## src/rtl/carfield_jtag_idcode_reader.sv

```systemverilog
// JTAG initiator: resets an external TAP, walks it to Shift-DR and reads the 32-bit IDCODE.
// Ports: clk_i/rst_ni (async active-low); start_i (accepted while busy_o=0);
//   busy_o, done_o (1-cycle pulse), idcode_o/match_o/valid_o (updated with done_o);
//   jtag_tck_o/jtag_tms_o/jtag_tdi_o/jtag_trst_no outputs, jtag_tdo_i input.
// Option: define CARFIELD_JTAG_TRST_EN to pull jtag_trst_no low during the TLR periods.
module carfield_jtag_idcode_reader #(
    parameter logic [31:0] ExpIdCode = 32'h1ABC0DB3,
    parameter int unsigned ClkDiv    = 4,
    parameter int unsigned ResetTcks = 5
) (
    input  logic        clk_i,
    input  logic        rst_ni,
    input  logic        start_i,
    output logic        busy_o,
    output logic        done_o,
    output logic [31:0] idcode_o,
    output logic        match_o,
    output logic        valid_o,
    output logic        jtag_tck_o,
    output logic        jtag_tms_o,
    output logic        jtag_tdi_o,
    input  logic        jtag_tdo_i,
    output logic        jtag_trst_no
);

    typedef enum logic [3:0] {
        IDLE, TLR, RTI, SEL_DR, CAP_DR, SHIFT, EXIT1, UPDATE, FINISH
    } state_t;

    localparam int unsigned DW = (ClkDiv > 1) ? $clog2(ClkDiv) : 1;
    localparam int unsigned RW = $clog2(ResetTcks);
    localparam logic [DW-1:0] DivLast = DW'(ClkDiv - 1);
    localparam logic [RW-1:0] TlrLast = RW'(ResetTcks - 1);

`ifdef CARFIELD_JTAG_TRST_EN
    localparam logic TrstTlr = 1'b0;
`else
    localparam logic TrstTlr = 1'b1;
`endif

    state_t        state;
    logic [DW-1:0] div_cnt;
    logic [RW-1:0] rep_cnt;
    logic [4:0]    bit_cnt;
    logic [31:0]   shreg;
    logic          div_last;
    logic          accept;

    assign jtag_tdi_o = 1'b1;
    assign div_last   = (div_cnt == DivLast);
    // FINISH already has busy_o low, so a start there is taken as well.
    assign accept     = start_i && (state == IDLE || state == FINISH);

    always_ff @(posedge clk_i or negedge rst_ni) begin
        if (!rst_ni) begin
            state        <= IDLE;
            div_cnt      <= '0;
            rep_cnt      <= '0;
            bit_cnt      <= '0;
            shreg        <= '0;
            busy_o       <= 1'b0;
            done_o       <= 1'b0;
            idcode_o     <= '0;
            match_o      <= 1'b0;
            valid_o      <= 1'b0;
            jtag_tck_o   <= 1'b0;
            jtag_tms_o   <= 1'b1;
            jtag_trst_no <= 1'b1;
        end else begin
            done_o <= 1'b0;
            if (accept) begin
                state        <= TLR;
                div_cnt      <= '0;
                rep_cnt      <= '0;
                bit_cnt      <= '0;
                busy_o       <= 1'b1;
                jtag_tck_o   <= 1'b0;
                jtag_tms_o   <= 1'b1;
                jtag_trst_no <= TrstTlr;
            end else begin
                unique case (state)
                    IDLE: ;
                    FINISH: state <= IDLE;
                    default: begin
                        if (!div_last) begin
                            div_cnt <= div_cnt + 1'b1;
                        end else begin
                            div_cnt    <= '0;
                            jtag_tck_o <= ~jtag_tck_o;
                            if (!jtag_tck_o) begin
                                // TCK rising: the TAP is in Shift-DR here.
                                if (state == SHIFT) begin
                                    shreg <= {jtag_tdo_i, shreg[31:1]};
                                end
                            end else begin
                                // TCK falling: end of period, set up the next TMS.
                                unique case (state)
                                    TLR: begin
                                        if (rep_cnt == TlrLast) begin
                                            state        <= RTI;
                                            rep_cnt      <= '0;
                                            jtag_tms_o   <= 1'b0;
                                            jtag_trst_no <= 1'b1;
                                        end else begin
                                            rep_cnt <= rep_cnt + 1'b1;
                                        end
                                    end
                                    RTI: begin
                                        state      <= SEL_DR;
                                        jtag_tms_o <= 1'b1;
                                    end
                                    SEL_DR: begin
                                        state      <= CAP_DR;
                                        jtag_tms_o <= 1'b0;
                                    end
                                    // Two TMS=0 periods: one enters Capture-DR,
                                    // the next captures and enters Shift-DR.
                                    CAP_DR: begin
                                        if (rep_cnt == RW'(1)) begin
                                            state   <= SHIFT;
                                            rep_cnt <= '0;
                                        end else begin
                                            rep_cnt <= rep_cnt + 1'b1;
                                        end
                                    end
                                    SHIFT: begin
                                        if (bit_cnt == 5'd31) begin
                                            state      <= EXIT1;
                                            jtag_tms_o <= 1'b1;
                                        end else begin
                                            bit_cnt    <= bit_cnt + 1'b1;
                                            jtag_tms_o <= (bit_cnt == 5'd30);
                                        end
                                    end
                                    EXIT1: begin
                                        state      <= UPDATE;
                                        jtag_tms_o <= 1'b0;
                                    end
                                    UPDATE: begin
                                        state    <= FINISH;
                                        busy_o   <= 1'b0;
                                        done_o   <= 1'b1;
                                        idcode_o <= shreg;
                                        match_o  <= (shreg == ExpIdCode);
                                        valid_o  <= shreg[0];
                                    end
                                    default: state <= IDLE;
                                endcase
                            end
                        end
                    end
                endcase
            end
        end
    end

endmodule

```

## config.mk

```make
export PLATFORM = sky130hd
export DESIGN_NAME = carfield_jtag_idcode_reader
export DESIGN_NICKNAME = d
export VERILOG_FILES = /design/src/rtl/carfield_jtag_idcode_reader.sv
export SDC_FILE = /design/constraint.sdc
export NUM_CORES = 1
export LEC_CHECK = 0
export CAP_MARGIN = 30
export CORE_MARGIN = 10
export CORE_UTILIZATION = 25
export CTS_CLUSTER_SIZE = 25
export DETAILED_ROUTE_END_ITERATION = 16
export PLACE_DENSITY = 0.51
export REMOVE_ABC_BUFFERS = 1
export SYNTH_ARGS = -nofsm -noshare
export SYNTH_HDL_FRONTEND = slang
export SYNTH_SLANG_ARGS = --single-unit
```

## constraint.sdc

```tcl
create_clock -name clk_i -period 2.15 [get_ports clk_i]
set_input_delay 0.43 -clock clk_i [delete_from_list [all_inputs] [get_ports clk_i]]
set_output_delay 0.43 -clock clk_i [all_outputs]
set_load 0.01 [all_outputs]
```

==> metrics, run 1 <==
status=completed; setup bufs post-CTS=0; Clock Path Buffers=2; MaxCap Viol Count=0; Pleak=2.25 nW; worst path cell trace=ha_1, and3_1, ha_1, nor4_4, nand4_1, xor2_1, nor2_1; Crit path arrival time=~2200 ps; hold crit path type=input pin to async pin; Fill cells=1,493; Crit. End Element=flip-flop; number of global-route vias before repair=2,423; CP max stage cell=nor4_4; WS Path Type=flip-flop to flip-flop; Antenna Cells=0; Mapped Cells=between 200 and 300; GRT Max-Usage Layer=met2; GRT met3 Usage=between 3 and 4%; starting density of the core=25.3%; cell area after layout=roughly 0.0047 sq mm; first-pass GRT wire length=between 10 and 15 mm; CTS Root Cell=clkbuf_16; Nets=roughly 330; Final setup violation count=0; worst vdd ir=0.000352 V; skew final=between 5 and 6 ps; initial antenna violation count=0; share of layout cells above drive strength 1=about a third; Synth Cell Area=0.00380 sq mm; drt first pass iters=4; # DRC=0; number of top-level pins=44; Vias/cell=between 4 and 5; routed wire length=between 7 and 8 mm; Placer Congestion=0.799; post-synthesis mux area share=a little under a quarter; Worst Hold Slack=480 ps; die height=approximately 140 microns; cts repair resizes=0; Compound-Gate Fraction of Synth Area=about 4.3%; H-tree depth=3; placed cell areas=between 0.004 and 0.005 sq mm; area grow syn2layout=24.4%; Slew Viols, Final=0; synth warn=0; crit-path max cell delay=between 400 and 500 ps; critical path's most frequent cell=ha_1; via count=around 2.2k; port bufs=between 40 and 50; setup_tns=0 ps; full die area=~0.021 sq mm; post-synthesis simple-gate area fraction=between 10% and 20%; clock period minus worst slack=around 2000 ps; count of cell types in the netlist=53; initial DRC count=101; remaining antenna violation count after routing=0; largest family of logic cells by synthesized area=multiplexers; ys async rst share=100%; largest net degree at the start of global routing=~50; CTS tree=built; Post-Layout Cell Count=~500; EDFF count, synth=0; die width=roughly 140 microns; grt met2 use=11.6%; Placed Instances=between 400 and 500; clk sink count=83; syn avg cell area=between 10 and 15 sq um; crit-path max FO=5; register area share after synthesis=54.7%; GR Util met1=around 10%; number of CTS-inserted buffers=9; post-layout util=a little under a third; placed wire-length estimate=around 5.1 mm; Adder-Cell Fraction of Synth Area=approximately 2.3%; Pwr Density=~880 mW/mm^2; Post-Synth XOR/XNOR Area=0.922%; row count=45; Startpoint Class=flip-flop; core region area=0.0150 sq mm; Synth Register Bits=slightly above 80; WP data required=about 2400 ps; RSZ-0062 raised after global routing=no; worst skew pair latency=between 300 and 400 ps; CTS clk-pin slew, worst paths=~60 ps; Most used DFF post-synth=dfrtp_1; GRT Total Usage=between 7 and 8%; Max Freq=512 MHz; depth of the worst register-to-register path=7; Remaining Overflow, GRT=0; Routed wire per std cell=14.6 microns; fin crit share=just over 90%; Final Hold Fails=0
-- worst max-delay path: cells and delay by family, from the launching register on --
family | cells | cell delay [ps]
XOR/XNOR | 1 | 160
adder cells (fa/ha/maj) | 2 | 450
flip-flops | 1 | 420
AND/OR/NAND/NOR | 4 | 850
-- cells in the mapped netlist (3+ instances only) --
master    instances  area share, %
nor2_1           10           0.99
o31ai_1           4           0.79
nand3b_1          3           0.59
buf_12            3            1.6
ha_1              7            2.3
buf_4             7            1.4
nand2_1          12            1.2
nand3_1           3           0.40
xor2_1            3           0.69
o21ai_0           7           0.92
mux2_4           30             12
dfrtp_1          82             54
mux2_2           36             11
nand4_1           5           0.82
inv_1             7           0.69
or2_2             3           0.49
-- sequential cells by signal, indices dropped and copies added, names as in the netlist --
signal      flops
shreg          32
div_cnt         2
done_o          1
busy_o          1
bit_cnt         5
rep_cnt         3
match_o         1
idcode_o       32
jtag_tms_o      1
state           4
jtag_tck_o      1
-- report_power, final --
part,internal (W),switching (W),total (W)
registers,0.00168,0.000106,0.00178
clock network,0.000908,0.000652,0.00156
logic,0.000364,0.000454,0.000819
total,0.00295,0.00121,0.00416
-- kinds of logic (layout without fill, tap and decap cells) --
kind of cell	Yosys count	in the layout
other	1	2
AND/OR/NAND/NOR	58	58
XOR/XNOR	4	4
multiplexers	68	68
flip-flops	83	83
buffers and inverters	22	76
AO/OA/AOI/OAI	24	24
adder cells (fa/ha/maj)	7	7
-- per-layer routing --
| metal | up-vias | part of all wire, % |
|---|---|---|
| li1 | 1047 | - |
| met1 | 1140 | 46 |
| met2 | 42 | 46 |
| met3 | 8 | 7.2 |
| met4 | 0 | 1.3 |
| met5 | - | 0 |
-- area by class of cell --
cell class | instances | area (sq um) | area share, %
Sequential cell | 83 | 2080 | 44.0
Multi-Input combinational cell | 163 | 1550 | 32.8
Timing Repair Buffer | 53 | 538 | 11.4
Tap cell | 188 | 235 | 4.97
Clock buffer | 9 | 225 | 4.76
Clock inverter | 7 | 75.1 | 1.59
Inverter | 7 | 26.3 | 0.556
-- stage by stage --
stage	setup WS (ps)	power [W]
6_report	196	0.00416
5_1_grt	26.0	0.00441
4_1_cts	176	0.00422
3_5_place_dp	187	0.00263
3_3_place_gp	252	0.00260
2_1_floorplan	-208	0.00231
-- layout by cell type (no fill, tap or decap), drive strengths merged, types with 2 or more instances in the layout --
master,n
mux2,66
clkinv,2
conb,2
and2,2
xor2,3
nor2,10
o21ai,9
nand2,12
dfrtp,82
nor3,3
clkinvlp,2
nand3b,3
ha,7
nor4bb,2
nand3,3
nor4,2
clkdlybuf4s50,40
buf,12
or2,5
inv,9
mux2i,2
clkbuf,9
a21oi,2
nand4,5
o31ai,4
-- repair_timing --
action	in CTS	in global routing
endpoints found under the hold margin	9	0
hold buffers	1	0
endpoints found under the setup margin	0	0
-- path summary, 6_finish.rpt --
kind	startpoint	to	slack (ps)
max	bit_cnt[0]$_DFFE_PN0P_	bit_cnt[3]$_DFFE_PN0P_	200
min	rst_ni	busy_o$_DFFE_PN0P_	480
max reg2reg	bit_cnt[0]$_DFFE_PN0P_	bit_cnt[3]$_DFFE_PN0P_	200
min reg2reg	div_cnt[0]$_DFFE_PN0P_	div_cnt[0]$_DFFE_PN0P_	500
max in group asynchronous	rst_ni	idcode_o[5]$_DFFE_PN0P_	1110
min in group clk_i	div_cnt[0]$_DFFE_PN0P_	div_cnt[0]$_DFFE_PN0P_	500
Note: power is estimated with default switching activity, not from simulation.
==> run 2: changes to the inputs <==
--- a/config.mk
+++ b/config.mk
@@ -6,7 +6,7 @@
 export NUM_CORES = 1
 export LEC_CHECK = 0
 export CAP_MARGIN = 30
-export CORE_MARGIN = 10
+export CORE_MARGIN = 2
 export CORE_UTILIZATION = 25
 export CTS_CLUSTER_SIZE = 25
 export DETAILED_ROUTE_END_ITERATION = 16
==> run 2 against run 1 <==
Compared with the run above:
- sequential power barely moved
- sequential share of layout area shrank 0.36 points
- critical path depth is the same
- critical endpoint is now state[1]$_DFFE_PN0P_
- largest cell class unchanged
- largest power group is now clock
==> metrics, run 2 (same netlist as run 1, synthesis figures left out) <==
row count=between 40 and 50; routed wire length=roughly 7.5 mm; placed wire-length estimate=between 5 and 6 mm; area grow syn2layout=25.5%; WP data required=2370 ps; hold_buf cts=0; initial DRC count=~120; first-pass GRT wire length=~13 mm; skew final=around 6 ps; Antenna Cells=0; Pwr Density=a little over 900 mW/mm^2; clock period minus worst slack=between 1500 and 2000 ps; Crit path buffers/inverters=0; number of global-route vias before repair=2,336; Clock Path Buffers=2; H-tree depth=3; CTS Root Cell=clkbuf_16; RSZ-0062 raised after global routing=no; via count=about 2.2k; full die area=roughly 0.016 sq mm; crit-path max FO=4; Final WS setup=between 200 and 250 ps; Largest delay share family, worst path=simple AND/OR/NAND/NOR gates; die width=~130 microns; Regs by FF count=idcode_o x32, shreg x32, bit_cnt x5; most common cell after layout, fill and taps aside=dfrtp_1; die height=approximately 130 microns; dpl ws=about 160 ps; critical path's most frequent cell=ha_1; starting density of the core=about 25%; Nets=roughly 330; cts repair resizes=0; hold crit path type=input pin to async pin; port bufs=41; worst vdd ir=0.000336 V; Pleak=2.27 nW; Final Hold Fails=0; number of CTS-inserted buffers=9; Slew Viols, Final=0; clk sink count=83; GRT Total Usage=between 10 and 15%; worst skew pair latency=340 ps; Placer Congestion=approximately 0.81; Vias/cell=4.43; initial antenna violation count=0; number of top-level pins=44; Crit path arrival time=2120 ps; Crit. End Element=flip-flop; Routed wire per std cell=14.7 microns; commonest cells after routing, fill and taps aside=82 x dfrtp_1, 40 x clkdlybuf4s50_1, 36 x mux2_2; drt first pass iters=4; Worst Hold Slack=22.6 ps; fin crit share=slightly below 90%; core region area=0.0150 sq mm; WS Path Type=flip-flop to flip-flop; largest net degree at the start of global routing=38; Fill cells=~1.5k; CP max stage cell=dfrtp_1; Startpoint Class=flip-flop; share of layout cells above drive strength 1=between 30% and 40%; # DRC=0; MaxCap Viol Count=0; worst path cell trace=ha_1, and3_1, ha_1, or2_2, nand3_1, a21oi_1, a32o_1; CTS clk-pin slew, worst paths=around 60 ps; Final setup violation count=0; Max Freq=around 530 MHz; Remaining Overflow, GRT=0; remaining antenna violation count after routing=0; crit-path max cell delay=420 ps; CTS tree=built; status=completed
-- run 2: path summary, 6_finish.rpt --
path	endpoint	slack, ps	depth (start not counted)	from
worst max-delay path	state[1]$_DFFE_PN0P_	250	7	bit_cnt[0]$_DFFE_PN0P_
min in group clk_i	div_cnt[0]$_DFFE_PN0P_	490	1	div_cnt[0]$_DFFE_PN0P_
max in group asynchronous	state[1]$_DFFE_PN0P_	1500	2	rst_ni
worst max register to register	state[1]$_DFFE_PN0P_	250	7	bit_cnt[0]$_DFFE_PN0P_
worst min-delay path	div_cnt[1]$_DFFE_PN0P_	20	1	rst_ni
worst min register to register	div_cnt[0]$_DFFE_PN0P_	490	1	div_cnt[0]$_DFFE_PN0P_
-- run 2: layer usage --
layer | part of all wire, % | up-vias | track usage [%]
met3 | 4.5 | 11 | 3.31
met4 | 1.5 | 0 | 3.62
met2 | 46 | 46 | 14.9
met1 | 48 | 1147 | 13.6
li1 | - | 1044 | -
met5 | 0 | - | 0
-- run 2: power by group --
part	internal, W	leakage, nW	switching, W
logic	0.000362	0.966	0.000447
clock network	0.00117	0.171	0.000634
registers	0.00168	1.14	0.000113
-- run 2: worst register-to-register path: stages (launching register included) --
cell and delay, ps:
dfrtp_1 420, ha_1 230, and3_1 150, ha_1 220
or2_2 320, nand3_1 90, a21oi_1 90, a32o_1 280
-- run 2: cell type report --
class                           count  area [sq um]  area share, %
Clock buffer                       10           239           5.01
Inverter                            7          26.3          0.551
Clock inverter                      5           110           2.31
Sequential cell                    83          2080           43.6
Timing Repair Buffer               52           528           11.1
Tap cell                          188           235           4.93
Multi-Input combinational cell    163          1550           32.5
-- run 2: timing repair --
action	in CTS	in global routing
hold endpoints to repair	0	0
setup endpoints to repair	0	1
buffers inserted	0	0
-- run 2: per-stage QoR --
step	total power, W	util, %	instances	setup TNS, ps	area, sq um
floorplan	0.00231	-	253	-5480	3650
global placement	0.00260	29.4	493	0	4420
detailed placement	0.00263	29.4	493	0	4420
CTS	0.00447	31.7	508	0	4770
global route	0.00466	31.7	508	0	4770
finish	0.00440	31.7	508	0	4770
==> run 3: changes to the inputs <==
--- a/config.mk
+++ b/config.mk
@@ -5,7 +5,7 @@
 export SDC_FILE = /design/constraint.sdc
 export NUM_CORES = 1
 export LEC_CHECK = 0
-export CAP_MARGIN = 30
+export CAP_MARGIN = 0
 export CORE_MARGIN = 2
 export CORE_UTILIZATION = 25
 export CTS_CLUSTER_SIZE = 25
==> constraint.sdc (replaced) <==
create_clock -name clk_i -period 2.15 [get_ports clk_i]
set_input_delay 0.43 -clock clk_i [delete_from_list [all_inputs] [get_ports clk_i]]
set_output_delay 0.43 -clock clk_i [all_outputs]
set_load 0.005 [all_outputs]
==> results of run 3 <==
Same layout as run 2 (identical final DEF). Status: completed.
